### src/rtl/alu_iter.sv
// Execute-stage ALU: single-cycle logic/arith/shift ops plus iterative unsigned
// multiply/divide (one step per cycle), registered result with NZCV and zero flags.
module alu_iter #(
  parameter int unsigned WIDTH = 32
) (
  input  logic             clk,
  input  logic             reset_n,
  input  logic             ValidE,
  output logic             ReadyE,
  input  logic             FlushE,
  input  logic [3:0]       ALUControlE,
  input  logic [WIDTH-1:0] Op1E,
  input  logic [WIDTH-1:0] Op2E,
  output logic [WIDTH-1:0] ALUResultE,
  output logic             ResultValidE,
  output logic [3:0]       ALUFlags,
  output logic             ZeroE
);

  localparam int unsigned SHW = $clog2(WIDTH);
  localparam int unsigned CW  = SHW + 1;
  localparam logic [CW-1:0] CntOne  = CW'(1);
  localparam logic [CW-1:0] CntInit = CW'(WIDTH);

  localparam logic [3:0] OpAdd   = 4'b0000;
  localparam logic [3:0] OpSub   = 4'b0001;
  localparam logic [3:0] OpAnd   = 4'b0010;
  localparam logic [3:0] OpOr    = 4'b0011;
  localparam logic [3:0] OpXor   = 4'b0100;
  localparam logic [3:0] OpSlt   = 4'b0101;
  localparam logic [3:0] OpSltu  = 4'b0110;
  localparam logic [3:0] OpSll   = 4'b0111;
  localparam logic [3:0] OpSrl   = 4'b1000;
  localparam logic [3:0] OpSra   = 4'b1001;
  localparam logic [3:0] OpMul   = 4'b1010;
  localparam logic [3:0] OpMulhu = 4'b1011;
  localparam logic [3:0] OpDivu  = 4'b1100;
  localparam logic [3:0] OpRemu  = 4'b1101;

  typedef enum logic {StIdle, StBusy} state_e;

  state_e           state_q, state_d;
  logic [CW-1:0]    cnt_q, cnt_d;
  logic [3:0]       op_q, op_d;
  logic [WIDTH-1:0] opd_q, opd_d;
  logic [WIDTH-1:0] hi_q, hi_d;
  logic [WIDTH-1:0] lo_q, lo_d;
  logic [WIDTH-1:0] res_q, res_d;
  logic [3:0]       flags_q, flags_d;
  logic             zero_q, zero_d;
  logic             rvalid_q, rvalid_d;

  // Single-cycle datapath
  logic             is_sub, is_multi, is_mul_op;
  logic [WIDTH-1:0] b_eff, sc_res;
  logic [WIDTH:0]   sum;
  logic             sc_c, sc_v, sc_legal;
  logic [SHW-1:0]   shamt;

  always_comb begin
    is_sub    = (ALUControlE == OpSub);
    is_multi  = ALUControlE inside {OpMul, OpMulhu, OpDivu, OpRemu};
    is_mul_op = (ALUControlE == OpMul) || (ALUControlE == OpMulhu);
    b_eff     = is_sub ? ~Op2E : Op2E;
    sum       = {1'b0, Op1E} + {1'b0, b_eff} + {{WIDTH{1'b0}}, is_sub};
    shamt     = Op2E[SHW-1:0];
    sc_res    = '0;
    sc_c      = 1'b0;
    sc_v      = 1'b0;
    sc_legal  = 1'b1;
    case (ALUControlE)
      OpAdd, OpSub: begin
        sc_res = sum[WIDTH-1:0];
        sc_c   = sum[WIDTH];
        sc_v   = (Op1E[WIDTH-1] == b_eff[WIDTH-1]) && (sum[WIDTH-1] != Op1E[WIDTH-1]);
      end
      OpAnd:   sc_res = Op1E & Op2E;
      OpOr:    sc_res = Op1E | Op2E;
      OpXor:   sc_res = Op1E ^ Op2E;
      OpSlt:   sc_res = {{(WIDTH-1){1'b0}}, ($signed(Op1E) < $signed(Op2E))};
      OpSltu:  sc_res = {{(WIDTH-1){1'b0}}, (Op1E < Op2E)};
      OpSll:   sc_res = Op1E << shamt;
      OpSrl:   sc_res = Op1E >> shamt;
      OpSra:   sc_res = $unsigned($signed(Op1E) >>> shamt);
      default: sc_legal = 1'b0;
    endcase
  end

  // One iteration step: shift-add for multiply, restoring subtract for divide.
  // Multiply keeps {hi,lo} as the partial product; divide keeps remainder in hi, quotient in lo.
  logic [WIDTH:0]   mul_sum, div_rsh, div_diff;
  logic             div_ge, step_mul, take_lo;
  logic [WIDTH-1:0] hi_step, lo_step, mc_res;

  always_comb begin
    step_mul = (op_q == OpMul) || (op_q == OpMulhu);
    take_lo  = (op_q == OpMul) || (op_q == OpDivu);
    mul_sum  = {1'b0, hi_q} + (lo_q[0] ? {1'b0, opd_q} : '0);
    div_rsh  = {hi_q, lo_q[WIDTH-1]};
    div_ge   = (div_rsh >= {1'b0, opd_q});
    div_diff = div_rsh - {1'b0, opd_q};
    if (step_mul) begin
      hi_step = mul_sum[WIDTH:1];
      lo_step = {mul_sum[0], lo_q[WIDTH-1:1]};
    end else begin
      hi_step = div_ge ? div_diff[WIDTH-1:0] : div_rsh[WIDTH-1:0];
      lo_step = {lo_q[WIDTH-2:0], div_ge};
    end
    mc_res = take_lo ? lo_step : hi_step;
  end

  always_comb begin
    state_d  = state_q;
    cnt_d    = cnt_q;
    op_d     = op_q;
    opd_d    = opd_q;
    hi_d     = hi_q;
    lo_d     = lo_q;
    res_d    = res_q;
    flags_d  = flags_q;
    zero_d   = zero_q;
    rvalid_d = 1'b0;
    if (FlushE) begin
      state_d = StIdle;
    end else if (state_q == StIdle) begin
      if (ValidE) begin
        if (is_multi) begin
          state_d = StBusy;
          cnt_d   = CntInit;
          op_d    = ALUControlE;
          hi_d    = '0;
          opd_d   = is_mul_op ? Op1E : Op2E;
          lo_d    = is_mul_op ? Op2E : Op1E;
        end else begin
          rvalid_d = 1'b1;
          res_d    = sc_res;
          zero_d   = ~|sc_res;
          flags_d  = sc_legal ? {sc_res[WIDTH-1], ~|sc_res, sc_c, sc_v} : 4'b0000;
        end
      end
    end else begin
      hi_d  = hi_step;
      lo_d  = lo_step;
      cnt_d = cnt_q - CntOne;
      if (cnt_q == CntOne) begin
        state_d  = StIdle;
        rvalid_d = 1'b1;
        res_d    = mc_res;
        zero_d   = ~|mc_res;
        flags_d  = {mc_res[WIDTH-1], ~|mc_res, 2'b00};
      end
    end
  end

  always_ff @(posedge clk or negedge reset_n) begin
    if (!reset_n) begin
      state_q  <= StIdle;
      cnt_q    <= '0;
      op_q     <= '0;
      opd_q    <= '0;
      hi_q     <= '0;
      lo_q     <= '0;
      res_q    <= '0;
      flags_q  <= '0;
      zero_q   <= 1'b1;
      rvalid_q <= 1'b0;
    end else begin
      state_q  <= state_d;
      cnt_q    <= cnt_d;
      op_q     <= op_d;
      opd_q    <= opd_d;
      hi_q     <= hi_d;
      lo_q     <= lo_d;
      res_q    <= res_d;
      flags_q  <= flags_d;
      zero_q   <= zero_d;
      rvalid_q <= rvalid_d;
    end
  end

  assign ReadyE       = (state_q == StIdle);
  assign ALUResultE   = res_q;
  assign ResultValidE = rvalid_q;
  assign ALUFlags     = flags_q;
  assign ZeroE        = zero_q;

endmodule
### config.mk
export PLATFORM = sky130hd
export DESIGN_NAME = alu_iter
export DESIGN_NICKNAME = d
export VERILOG_FILES = /design/src/rtl/alu_iter.sv
export SDC_FILE = /design/constraint.sdc
export NUM_CORES = 1
export LEC_CHECK = 0
export BUFFER_PORTS_ARGS = -buffer_cell sky130_fd_sc_hd__buf_2
export CAP_MARGIN = 20
export CORE_MARGIN = 1
export CORE_UTILIZATION = 60
export CTS_BUF_LIST = sky130_fd_sc_hd__clkbuf_16
export DETAILED_ROUTE_END_ITERATION = 10
export PLACE_DENSITY = 0.78
export SLEW_MARGIN = 10
export SYNTH_ARGS = -nofsm -noshare
export SYNTH_HDL_FRONTEND = slang
export SYNTH_SLANG_ARGS = --single-unit
### constraint.sdc
create_clock -name clk -period 4.9 [get_ports clk]
set_clock_uncertainty 0.15 [all_clocks]
set_input_delay 1.47 -clock clk [delete_from_list [all_inputs] [get_ports clk]]
set_output_delay 1.47 -clock clk [all_outputs]
set_load 0.01 [all_outputs]
# --- Word-level counts from Yosys, hierarchy flattened ---
# Index checks and enable logic that the tools add are counted.
totals:
  reg_bits: 145
  input_bits: 72
  out_inout_bits: 39
  word_cells: 109
classes:
  add_sub_neg: 5
  order_cmp: 3
  n_eq_ne: 21
  shift: 3
  n_mux: 44
  n_bitwise: 6
  reduce_logical: 17
op_table:
  columns: ["operator", "count"]
  rows:
  - ["2-to-1 mux 32 bit", 18]
  - ["case mux 32 bit (9 select lines)", 1]
  - ["adder 32 x 32 -> 33 bit", 2]
  - ["< comparator 32 bit", 2]
  - ["OR reduction 32 bit", 2]
  - ["equality test 4 bit (second input constant)", 9]
  - ["adder 33 x 1 -> 33 bit", 1]
  - [">= comparator 33 x 32 -> 1 bit", 1]
  - ["AND 32 bit", 1]
  - ["NOT 32 bit", 1]
  - ["OR 32 bit", 1]
  - ["<< shifter 32 x 5 -> 32 bit", 1]
  - [">> shifter 32 x 5 -> 32 bit", 1]
  - [">>> shifter 32 x 5 -> 32 bit", 1]
  - ["subtractor 32 bit", 1]
  - ["XOR 32 bit", 1]
  - ["2-to-1 mux 4 bit", 5]
  - ["2-to-1 mux 6 bit", 3]
  - ["2-to-1 mux 1 bit", 17]
  - ["equality test 4 x 3 -> 1 bit (second input constant)", 4]
  - ["OR reduction 10 bit", 1]
  - ["equality test 4 x 2 -> 1 bit (second input constant)", 2]
  - ["AND reduction 4 bit", 2]
  - ["equality test 6 x 1 -> 1 bit (second input constant)", 1]
  - ["other kinds (15)", 20]

# --- Depth between registers and ports, before layout ---
depth:
  word_depth: 11
  depth_mapped: 20

# --- Worst setup path after synthesis ---
# OpenSTA, ideal clock, no wires.
synth_timing:
  path_type: "in2reg"
  startpoint: "input Op2E[0]"
  endpoint: "register flags_q[2], in the netlist ALUFlags[2]"
  setup_ns: 0.066
  arrival_ns: 6.186
  required_ns: 4.684
  slack_ns: -1.502
  path_stages: 18
  path_buffers: 4
  cell_sequence: "buf_6 -> inv_1 -> clkbuf_1 -> clkbuf_1 -> buf_1 -> mux2i_1 -> fa_1 -> nand2b_1 -> a21oi_1 -> nor3_1 -> or4_1 -> or3_1 -> or4_1 -> nor3_1 -> nand4_1 -> nor4_2 -> a32oi_1 -> nand2_1"
synth_between:
  elab_chain_len: 11
synth_lines:
  columns: ["element", "line", "source"]
  rows:
  - ["start: declaration", "13", "input logic [WIDTH-1:0] Op2E,"]
  - ["NOT 32 bit", "64", "b_eff = is_sub ? ~Op2E : Op2E;"]
  - ["2-to-1 mux 32 bit", "64", null]
  - ["adder 32 x 32 -> 33 bit", "65", "sum = {1'b0, Op1E} + {1'b0, b_eff} + {{WIDTH{1'b0}}, is_sub};"]
  - ["adder 33 x 1 -> 33 bit", "65", null]
  - ["case mux 32 bit (9 select lines) *", "71", "case (ALUControlE)"]
  - ["OR reduction 32 bit *", "138", "flags_d = sc_legal ? {sc_res[WIDTH-1], ~|sc_res, sc_c, sc_v} : 4'b0000;"]
  - ["logical NOT 1 bit *", "138", null]
  - ["2-to-1 mux 4 bit *", "138", null]
  - ["2-to-1 mux 4 bit *", "127", "if (is_multi) begin"]
  - ["2-to-1 mux 4 bit *", "126", "if (ValidE) begin"]
  - ["2-to-1 mux 4 bit *", "125", "end else if (state_q == StIdle) begin"]
  - ["end signal: assignment", "175", "flags_q <= flags_d;"]
  - ["end: declaration", "49", "logic [3:0] flags_q, flags_d;"]
# Mark *: on every way between the ends. The rest lies on a longest branch, timed or not. The select of a mux whose other input is x is not followed.
# A chain may end at the register's enable or synchronous reset.

# --- Final worst setup path ---
layout_timing:
  startpoint: "input ALUControlE[1]"
  endpoint: "register flags_q[2], in the netlist ALUFlags[2]"
layout_between:
  elab_chain_len: 11
layout_lines:
  columns: ["element", "line", "source"]
  rows:
  - ["start: declaration", "11", "input logic [3:0] ALUControlE,"]
  - ["equality test 4 x 1 -> 1 bit", "61, 71", null]
  - ["2-to-1 mux 32 bit", "64", null]
  - ["adder 32 x 32 -> 33 bit", "65", null]
  - ["adder 33 x 1 -> 33 bit", "65", null]
  - ["case mux 32 bit (9 select lines)", "71", null]
  - ["OR reduction 32 bit", "138", null]
  - ["logical NOT 1 bit", "138", null]
  - ["2-to-1 mux 4 bit", "138", null]
  - ["2-to-1 mux 4 bit", "127", null]
  - ["2-to-1 mux 4 bit", "126", null]
  - ["2-to-1 mux 4 bit", "125", null]
# Parallel ways exist; a longest one is shown, timed or not. The select of a mux whose other input is x is not followed.

==> results.md <==
| Metric | Reported | Unit |
|---|---|---|
| Class of the worst hold path | flop to flop | - |
| Reg2Reg Capture Point | ALUFlags[2] | - |
| Largest buffer count on any clock path | 2 | - |
| Number of maximum-capacitance violations | 0 | - |
| Final std cells w/o fill | 3740 | - |
| Die height | 188.8 | um |
| Vias in the first global route | 25710 | - |
| Clock slew at the register clock pins of the worst setup and hold paths | 0.06 | ns |
| Post-detailed-placement cell area | 25170 | um2 |
| Sum of net half-perimeters after detailed placement | 74.69 | mm |
| Slew headroom | 32.98 | % |
| Number of placed instances with taps included | 3683 | - |
| Cell type contributing the most total cell area after synthesis | sky130_fd_sc_hd__dfrtp_1 | - |
| Global-route layer with the greatest usage | met2 | - |
| Most used cells in the layout excluding fill and tap cells | 510 x sky130_fd_sc_hd__buf_4, 381 x sky130_fd_sc_hd__nand2_1, 244 x sky130_fd_sc_hd__o21ai_0 | - |
| Number of cells on the worst reg-to-reg path | 16 | - |
| GRT Resource Usage Total | 53.80 | % |
| Drt via density | 7.039 | - |
| Number of buffers created by CTS | 17 | - |
| Final WS setup | -0.3559 | ns |
| Total global routing overflow | 0 | - |
| Hold endpoint | ALUResultE[24] | - |
| Aggregate routed wire length | 98.49 | mm |
| Post-route design area | 26340 | um2 |
| Share of flip-flops with an asynchronous set or reset | 100.0 | % |
| Unrepaired setup endpoints after global routing | yes | - |
| Port Buf Inserts | 110 | - |
| Summed instance area of the synthesized netlist | 20930 | um2 |
| Final setup vio count | 3 | - |
| Number of flops mapped to enable cells by yosys | 0 | - |
| Number of nets produced by synthesis | 3093 | - |
| IR Drop Worst-Case VDD | 0.2931 | mV |
| Via count | 26320 | - |
| Clock root buffer | sky130_fd_sc_hd__clkbuf_16 | - |
| Cell depth of the worst hold path | 2 | - |
| Worst Setup Path Type | input port to flop | - |
| Min cycle time layout | 5.256 | ns |
| Met3 demand-to-capacity share in global routing | 14.08 | % |
| Cell types with the largest area share after synthesis | sky130_fd_sc_hd__dfrtp_1 17%, sky130_fd_sc_hd__ha_1 12%, sky130_fd_sc_hd__nand2_1 6.9% | - |
| Cell Pwr Density | 285.8 | nW/um2 |
| Share of cells above drive strength 1 | 25.37 | % |
| Actual transition at the worst max-transition pin | 1.005 | ns |
| Maximum level of the CTS H-tree | 4 | - |
| Core region area | 34460 | um2 |
| Weighted congestion reported at the end of routability-driven placement | 1.099 | - |
| Capturing element type of the critical path | flop | - |
| Required time of the worst setup path | 5.12 | ns |
| Final #Nets | 3542 | - |
| Global-route track usage on met1 | 62.41 | % |
| Detail-routed net length per standard cell | 26.33 | um |
| Count of mapped cells out of synthesis | 2824 | - |
| Post-route DRC | 0 | - |
| Maximum net fanout on the critical path | 8 | - |
| DRC marker count from the first detailed-route iteration | 4052 | - |
| Initial standard-cell utilization of the core | 60.74 | % |
| Number of antenna violations at the first check in global routing | 3 | - |
| Final worst path period share | 107.3 | % |
| Number of max-slew violations in the final report | 0 | - |
| Violated checks | negative setup slack | - |
| CTS tree | yes | - |
| Achievable clock frequency | 190.3 | MHz |
| Die Span X | 188.8 | um |
| Setup Slack @ Placement | -0.8516 | ns |
| Proportion of netlist area held by the largest area contributor | 17.22 | % |
| Source-to-sink clock delay at the later pin of the worst-skew pair | 0.44 | ns |
| Total die area | 35630 | um2 |
| Largest net degree at the start of global routing | 99 | - |
| Most frequently used flop master after synthesis | sky130_fd_sc_hd__dfrtp_1 | - |
| Power, Total | 7.529 | mW |
| Total number of clock tree sinks | 145 | - |
| Number of iterations in the first detailed-routing pass | 9 | - |
| Startpoint types | input port | - |
| Number of distinct library cells after synthesis | 91 | - |
| Num rows | 68 | - |
| Commonest non-fill, non-tap cell in the layout | sky130_fd_sc_hd__buf_4 | - |
| Average cell area after synthesis | 7.411 | um2 |
| Final hold violations | 0 | - |
| Global Route met2 Usage | 84.05 | % |
| Total of warnings raised by yosys | 0 | - |
| Number of I/O pins | 111 | - |
| Post-DRT Antenna Nets | 0 | - |
| Part of the Yosys area used for sequential elements | 17.34 | % |
| Source of the worst hold timing path | ALUResultE[24] | - |
| Count of state elements after synthesis | 145 | - |
| Status | complete, but fails checks | - |
| Slack of the worst reg-to-reg path | -0.14 | ns |
| Critical Path AT | 5.47 | ns |
| FF-to-FF Start | opd_q[12] | - |
| Global-route wire length before repair | 147.5 | mm |
| Leakage | 12.59 | nW |
| Area Growth Syn to Fin | 25.86 | % |
[worst max path at each step]
stage          cells after the start     endpoint  slack [ns]      startpoint
2_1_floorplan                     18  ALUFlags[2]       -0.36         Op2E[0]
3_3_place_gp                      20  ALUFlags[2]       -0.77  ALUControlE[3]
3_5_place_dp                      19  ALUFlags[2]       -0.85  ALUControlE[3]
4_1_cts                           18  ALUFlags[2]       -0.23  ALUControlE[2]
5_1_grt                           22  ALUFlags[2]       -0.41  ALUControlE[1]
6_report                          22  ALUFlags[2]       -0.36  ALUControlE[1]
[where the power goes]
part | switching, mW | total, mW | internal, mW | leakage [nW]
clock network | 0.538 | 1.38 | 0.839 | 0.291
registers | 0.280 | 1.73 | 1.45 | 1.87
logic | 2.63 | 4.42 | 1.79 | 10.4
[metal layers]
metal / vias up / routed length (um)
met5: - / 9
met1: 12250 / 33660
met4: 2 / 9669
li1: 11260 / -
met2: 2137 / 42110
met3: 673 / 13030
[critical path, stage by stage]
cell and delay [ns]:
sky130_fd_sc_hd__buf_6 0.10, sky130_fd_sc_hd__nor4b_4 0.28, sky130_fd_sc_hd__buf_6 0.17, sky130_fd_sc_hd__buf_12 0.13, sky130_fd_sc_hd__buf_8 0.12, sky130_fd_sc_hd__buf_12 0.15
sky130_fd_sc_hd__buf_4 0.12, sky130_fd_sc_hd__xnor2_1 0.06, sky130_fd_sc_hd__ha_1 0.35, sky130_fd_sc_hd__buf_6 0.14, sky130_fd_sc_hd__buf_4 0.11, sky130_fd_sc_hd__nand4_1 0.25
sky130_fd_sc_hd__a21oi_1 0.25, sky130_fd_sc_hd__o21a_1 0.26, sky130_fd_sc_hd__nor2b_2 0.09, sky130_fd_sc_hd__xnor2_1 0.16, sky130_fd_sc_hd__a211oi_1 0.38, sky130_fd_sc_hd__and3_1 0.21
sky130_fd_sc_hd__nand4_1 0.22, sky130_fd_sc_hd__nor4_2 0.24, sky130_fd_sc_hd__a32oi_1 0.14, sky130_fd_sc_hd__nand2_1 0.08
[layout make-up]
cell class	count	area, um2
Fill cell	2493	8115
Clock inverter	13	168.9
Inverter	137	520.5
Multi-Input combinational cell	2339	16420
Sequential cell	145	3630
Clock buffer	17	425.4
Antenna cell	1	2.502
Timing Repair Buffer	633	4609
Tap cell	455	569.3
[cells in the mapped netlist, types with 10 or more instances]
library cell / number
sky130_fd_sc_hd__nand2_1: 384
sky130_fd_sc_hd__o21ai_0: 254
sky130_fd_sc_hd__a21oi_1: 253
sky130_fd_sc_hd__nor2_1: 234
sky130_fd_sc_hd__ha_1: 194
sky130_fd_sc_hd__clkbuf_1: 148
sky130_fd_sc_hd__dfrtp_1: 144
sky130_fd_sc_hd__inv_1: 136
sky130_fd_sc_hd__mux2i_1: 79
sky130_fd_sc_hd__xnor2_1: 72
sky130_fd_sc_hd__nor3_1: 57
sky130_fd_sc_hd__mux4_2: 50
sky130_fd_sc_hd__nand3_1: 50
sky130_fd_sc_hd__and2_1: 44
sky130_fd_sc_hd__a211oi_1: 42
sky130_fd_sc_hd__a22oi_1: 36
sky130_fd_sc_hd__nand4_1: 36
sky130_fd_sc_hd__a21o_1: 35
sky130_fd_sc_hd__o211ai_1: 32
sky130_fd_sc_hd__xor2_1: 31
sky130_fd_sc_hd__buf_1: 27
sky130_fd_sc_hd__a31oi_1: 25
sky130_fd_sc_hd__o31ai_1: 25
sky130_fd_sc_hd__nor2b_1: 24
sky130_fd_sc_hd__mux2_2: 23
sky130_fd_sc_hd__a221oi_1: 22
sky130_fd_sc_hd__nand2b_1: 22
sky130_fd_sc_hd__buf_2: 21
sky130_fd_sc_hd__a22o_1: 17
sky130_fd_sc_hd__o21a_1: 17
sky130_fd_sc_hd__or3_1: 17
sky130_fd_sc_hd__nor4_1: 16
sky130_fd_sc_hd__o221ai_1: 15
sky130_fd_sc_hd__o22ai_1: 15
sky130_fd_sc_hd__and3_1: 10
sky130_fd_sc_hd__o21bai_1: 10
[timing repair]
item	4_1_cts	5_1_grt
resized for setup	42	42
endpoints found under the hold margin	0	0
setup buffers	15	11
hold buffers	0	0
endpoints found under the setup margin	7	10
cloned	0	0
pin swaps	33	45
[cells by family after synthesis]
group | count (synthesis) | share of synthesized area, %
xor gates and xnor gates | 103 | 4.310
adders and majority gates | 197 | 11.88
DFF | 145 | 17.34
AOI/OAI and AO/OA | 934 | 28.53
muxes | 159 | 10.81
and+or+nand+nor | 946 | 20.72
buffers and inverters | 340 | 6.402
[registers in the layout, summed over array words and instances, names as in the netlist]
register      cells
ALUFlags          4
lo_q             32
op_q              4
cnt_q             6
opd_q            32
ResultValidE      1
state_q           1
ZeroE             1
ALUResultE       32
hi_q             32
[per-stage QoR]
step / util [%] / hold WS (ns) / setup TNS (ns)
6_report: 76.45 / 0.3460 / -0.7529
5_1_grt: 76.45 / 0.3859 / -1.201
4_1_cts: 75.60 / 0.3466 / -0.4201
3_5_place_dp: 73.04 / 0.3327 / -7.793
3_3_place_gp: 73.04 / 0.3196 / -5.121
2_1_floorplan: - / 0.3015 / -0.9540
Note: power is estimated with default switching activity, not from simulation.
